**src/rtl/spi_target_pkg.sv**
```systemverilog
// Shared definitions for the SPI sensor target.
// Contents: FSM state type, default frame/synchronizer sizes, short-frame
// counter width and its saturating increment helper.
`timescale 1ns/1ps
package spi_target_pkg;

   typedef enum logic [1:0] {
      ST_IDLE  = 2'd0,
      ST_SHIFT = 2'd1,
      ST_TAIL  = 2'd2
   } state_e;

   localparam int FRAME_BITS_DEF  = 16;
   localparam int SYNC_STAGES_DEF = 2;
   localparam int SHORT_CNT_W     = 8;

   function automatic logic [SHORT_CNT_W-1:0] sat_inc(input logic [SHORT_CNT_W-1:0] v);
      return (&v) ? v : v + SHORT_CNT_W'(1);
   endfunction

endpackage

```
**src/rtl/spi_edge_sync.sv**
```systemverilog
// Synchronizer chain plus one history flop for edge detection of an
// asynchronous input.
// Ports:
//   clk, reset : clock and synchronous active-high reset
//   din        : asynchronous input pin
//   level      : synchronized level
//   rise, fall : single-cycle strobes on a synchronized edge
`timescale 1ns/1ps
module spi_edge_sync #(
   parameter int   SYNC_STAGES = 2,
   parameter logic RESET_VAL   = 1'b0
) (
   input  logic clk,
   input  logic reset,
   input  logic din,
   output logic level,
   output logic rise,
   output logic fall
);

   logic [SYNC_STAGES-1:0] sync;
   logic                   hist;

   always_ff @(posedge clk) begin
      if (reset) begin
         sync <= {SYNC_STAGES{RESET_VAL}};
         hist <= RESET_VAL;
      end else begin
         sync <= {sync[SYNC_STAGES-2:0], din};
         hist <= sync[SYNC_STAGES-1];
      end
   end

   assign level = sync[SYNC_STAGES-1];
   assign rise  = level & ~hist;
   assign fall  = ~level & hist;

endmodule

```
**src/rtl/spi_sensor_target.sv**
```systemverilog
// SPI target that streams one sample word per frame, MSB first, shifting
// on sck falling edges so the initiator can sample on rising edges.
// Ports:
//   clk, reset             : clock and synchronous active-high reset
//   cs_n, sck              : SPI select / clock from the initiator (async)
//   so, so_oe              : serial data out and its output enable
//   load_data/valid/ready  : one-word holding register fill handshake
//   frame_done             : one-clk pulse when a selected frame ends
//   stale                  : last frame started with an empty holding register
//   short_cnt              : saturating count of frames aborted early
`timescale 1ns/1ps
module spi_sensor_target
   import spi_target_pkg::*;
#(
   parameter int FRAME_BITS  = FRAME_BITS_DEF,
   parameter int SYNC_STAGES = SYNC_STAGES_DEF
) (
   input  logic                   clk,
   input  logic                   reset,
   input  logic                   cs_n,
   input  logic                   sck,
   output logic                   so,
   output logic                   so_oe,
   input  logic [FRAME_BITS-1:0]  load_data,
   input  logic                   load_valid,
   output logic                   load_ready,
   output logic                   frame_done,
   output logic                   stale,
   output logic [SHORT_CNT_W-1:0] short_cnt
);

   logic cs_level, cs_rise, cs_fall;
   logic sck_level, sck_rise, sck_fall;
   logic unused_sck;

   spi_edge_sync #(.SYNC_STAGES(SYNC_STAGES), .RESET_VAL(1'b1)) u_cs_sync (
      .clk(clk), .reset(reset), .din(cs_n),
      .level(cs_level), .rise(cs_rise), .fall(cs_fall)
   );

   spi_edge_sync #(.SYNC_STAGES(SYNC_STAGES), .RESET_VAL(1'b0)) u_sck_sync (
      .clk(clk), .reset(reset), .din(sck),
      .level(sck_level), .rise(sck_rise), .fall(sck_fall)
   );

   // Rising sck edges are the initiator's sampling point and carry no action here.
   assign unused_sck = sck_level ^ sck_rise;

   state_e                  state;
   logic [FRAME_BITS-1:0]   shreg;
   logic [FRAME_BITS-1:0]   hold;
   logic [FRAME_BITS-1:0]   last_word;
   logic                    hold_full;
   logic [5:0]              bit_cnt;
   logic [1:0]              warm;
   logic                    armed;
   logic                    frame_start, frame_end, xfer;

   // The cs_n synchronizer resets to 1, so a pin already low at reset release
   // would look like a falling edge once the chain flushes. Frames are only
   // accepted after the chain has carried real pin data and shown cs_n high.
   assign frame_start = (state == ST_IDLE) && cs_fall && armed;
   assign frame_end   = (state != ST_IDLE) && cs_rise;
   assign xfer        = load_valid && !hold_full;

   always_ff @(posedge clk) begin
      if (reset) begin
         state      <= ST_IDLE;
         shreg      <= '0;
         hold       <= '0;
         last_word  <= '0;
         hold_full  <= 1'b0;
         bit_cnt    <= '0;
         warm       <= '0;
         armed      <= 1'b0;
         stale      <= 1'b0;
         short_cnt  <= '0;
         frame_done <= 1'b0;
      end else begin
         frame_done <= frame_end;

         if (warm != 2'(SYNC_STAGES)) warm <= warm + 2'd1;
         else if (cs_level)           armed <= 1'b1;

         // A fill in the frame-start cycle can only happen with the register
         // empty; the new word stays for the next frame.
         if (xfer) begin
            hold      <= load_data;
            hold_full <= 1'b1;
         end else if (frame_start) begin
            hold_full <= 1'b0;
         end

         case (state)
            ST_IDLE: begin
               if (frame_start) begin
                  state   <= ST_SHIFT;
                  bit_cnt <= '0;
                  stale   <= !hold_full;
                  if (hold_full) begin
                     shreg     <= hold;
                     last_word <= hold;
                  end else begin
                     shreg <= last_word;
                  end
               end
            end
            ST_SHIFT: begin
               // cs_n release takes priority over a simultaneous sck fall.
               if (cs_rise) begin
                  state     <= ST_IDLE;
                  short_cnt <= sat_inc(short_cnt);
               end else if (sck_fall) begin
                  shreg   <= {shreg[FRAME_BITS-2:0], 1'b0};
                  bit_cnt <= bit_cnt + 6'd1;
                  if (bit_cnt == 6'(FRAME_BITS-1)) state <= ST_TAIL;
               end
            end
            ST_TAIL: begin
               if (cs_rise) state <= ST_IDLE;
            end
            default: state <= ST_IDLE;
         endcase
      end
   end

   assign so         = (state == ST_SHIFT) ? shreg[FRAME_BITS-1] : 1'b0;
   assign so_oe      = (state != ST_IDLE);
   assign load_ready = !hold_full;

endmodule
```
**config.mk**
```make
export PLATFORM = sky130hd
export DESIGN_NAME = spi_sensor_target
export DESIGN_NICKNAME = d
export VERILOG_FILES = /design/src/rtl/spi_target_pkg.sv /design/src/rtl/spi_edge_sync.sv /design/src/rtl/spi_sensor_target.sv
export SDC_FILE = /design/constraint.sdc
export NUM_CORES = 1
export LEC_CHECK = 0
export CELL_PAD_IN_SITES_DETAIL_PLACEMENT = 0
export CELL_PAD_IN_SITES_GLOBAL_PLACEMENT = 2
export CORE_ASPECT_RATIO = 1.25
export CORE_MARGIN = 2
export CORE_UTILIZATION = 38
export DETAILED_ROUTE_END_ITERATION = 8
export GPL_TIMING_DRIVEN = 0
export PLACE_DENSITY_LB_ADDON = 0.3
export SYNTH_ARGS = -nofsm -noshare
export SYNTH_HDL_FRONTEND = slang
export SYNTH_SLANG_ARGS = --single-unit
```
**constraint.sdc**
```tcl
create_clock -name clk -period 2.9 [get_ports clk]
set_input_delay 0.58 -clock clk [delete_from_list [all_inputs] [get_ports clk]]
set_output_delay 0.58 -clock clk [all_outputs]
set_load 0.01 [all_outputs]
```
==> impl_metrics.toml <==
[run_status]
status = "complete, no violations"

[power]
power.leakage_uw = 0.001560
total_power_uw = 2151
power.density_nw_per_um2 = 529.9
ir_drop_v = 0.0002353

[sta]
drv_slew = 0
period_share = 0.8562
rsz0062_at_grt = "no"
min_period_ns = 2.483
slew_headroom = 0.6406
finalHoldViolations = 0
fin_tns_setup_ns = 0
tightest_slew_ns = 0.5391
setup_viol = 0
fin_worst_skew_ns = 0.01270
fmax_mhz = 402.7

[drt]
viasPerCell = 4.963
drc = 0
antenna_left = 0
wl_um = 7393
num_vias = 2650
drtIter0Drc = 83
firstDrtPassIters = 5
wl_per_cell_um = 13.84

[floorplan]
die_w_um = 88.43
core_area_um2 = 8653
fp.dieH_um = 109.5
die_area_um2 = 9686
initial_core_util = 0.3913
rows = 38
pin_count = 34

[final_layout]
drive_above_1_share = 0.1208
area_growth_pct = 19.92
final_common_cell = "dfxtp_1"
final_cell_mix = "dfxtp_1 (76), nand2_1 (38), nor2_1 (35)"
antenna_cells = 0
fin_util = 0.4692
nets = 433
final_cells = 534

[critical_path]
crit_fanout = 9
worstSetupPathType = "flip-flop to output port"
worstSetupStartpointType = "flip-flop"
crit_required_ns = 2.32
worst_ep_arrival_time_ns = 1.90
reg2regPathDepth = 7
cp-end-kind = "output port"

[cts]
cts_tree = "built"
htreeDepth = 3
cts-root-buf = "clkbuf_8"
path_clk_slew_ns = 0.08
cts_made_buffers = 9
postCtsSetupBuffers = 0
clock_path_buffers = 2
cts_resized = 0
clock_latency_ns = 0.35
cts_hold_buffers = 0
cts_sinks = 76

[yosys]
synthCells = 366
seq_area_frac_synth = 0.4494
synth_area_um2 = 3386
ys_ff_latch = 76
netlist.area_leader.share = 0.4494
syn_avg_cell_area_um2 = 9.251
synth_top_cell_by_area = "dfxtp_1"
ys_types = 43
synth-warning-count = 0
syn-num-nets = 390
netlist_top_cells_area = "dfxtp_1 (45%), mux2i_1 (10%), mux2_2 (5.3%), nand2_1 (4.2%), nor2_1 (3.9%)"

[job]
max_cap_viol_count = 0

[global_route]
antenna_found_initial = 0
grt_max_degree = 13
overflow = 0
grt_use_total = 0.1689
grt_pass1_vias = 2621
grt_pass1_wl_um = 12670

[place]
place_inst = 518
dp_hpwl_um = 5168
gp_congestion = 0.7622
portBuffers = 32

[hold_path]
min_path_type = "flip-flop to flip-flop"
min_path_cells = 1
## cells by family (layout without fill, tap and decap cells)
logic type	Yosys count	after routing	synth area share
AOI/OAI and AO/OA	57	57	0.09831
xor gates and xnor gates	6	6	0.01552
adders and majority gates	3	3	0.01109
buffers and inverters	29	77	0.04656
DFF	76	76	0.4494
muxes	50	50	0.1537
and+or+nand+nor	145	145	0.2254
## synth_stat cells, drive strengths merged
master,number
dfxtp,76
nand2,38
nor2,36
mux2i,34
a21oi,24
o21ai,22
nand2b,20
or4,17
clkbuf,16
mux2,16
buf,9
nor2b,8
xor2,6
and3,4
inv,4
nand3,4
nor3,4
ha,3
or2,3
a41oi,2
and2,2
and4bb,2
nand3b,2
nand4,2
o2111ai,2
o211ai,2
o31ai,2
a311oi,1
a31oi,1
and2b,1
nor4,1
o21ba,1
or3,1
## where the power goes
group | total, uW | internal (uW) | leakage (uW) | switching (uW)
logic | 213 | 100 | 0.000847 | 113
clock network | 836 | 446 | 0.0000959 | 391
registers | 1100 | 1080 | 0.000617 | 21.4
## final cells by class
type,count,area [um^2]
inverters,4,15.01
multi-input cells,261,1707
plain buffers,25,142.6
clock inverters,3,45.04
flip-flops and latches,76,1521
fillers,884,4593
repair buffers,32,320.3
clock buffers,13,158.9
well taps,120,150.1
## path summary, 6_finish.rpt
check	from	end	slack, ns
worst max-delay path	state[0]$_SDFFE_PP0P_	so	0.42
worst min-delay path	u_cs_sync.sync[0]$_SDFF_PP1_	u_cs_sync.sync[1]$_SDFF_PP1_	0.41
worst max register to register	state[1]$_SDFFE_PP0P_	last_word[14]$_SDFFE_PP0P_	1.13
worst min register to register	u_cs_sync.sync[0]$_SDFF_PP1_	u_cs_sync.sync[1]$_SDFF_PP1_	0.41
## registers in the layout, summed over array words and instances, names as in the netlist, 2 cells and up
register         count
hold                16
last_word           16
shreg               16
short_cnt            8
bit_cnt              6
state                2
u_cs_sync.sync       2
u_sck_sync.sync      2
warm                 2
## critical path, cell delays in order (launching register included)
cell and delay, ns:
dfxtp_1 0.49, nor2b_1 0.35, and2_1 0.17, clkdlybuf4s50_1 0.53
## per-stage QoR
step / setup WS [ns] / instance area (um^2) / hold slack [ns]
floorplan: 1.360 / 3386 / 0.3895
global placement: 0.6750 / 3856 / 0.3983
detailed placement: 0.6507 / 3856 / 0.3923
CTS: 0.4074 / 4060 / 0.4115
global route: 0.3057 / 4060 / 0.4388
finish: 0.4169 / 4060 / 0.4105
## routing by layer
| layer | wire length (um) | track usage | vias up |
|---|---|---|---|
| li1 | - | - | 1359 |
| met1 | 3546 | 0.2263 | 1232 |
| met2 | 3477 | 0.2648 | 50 |
| met3 | 264 | 0.02853 | 9 |
| met4 | 104 | 0.07684 | 0 |
| met5 | 0 | 0 | - |
(Power assumes the default switching activity.)
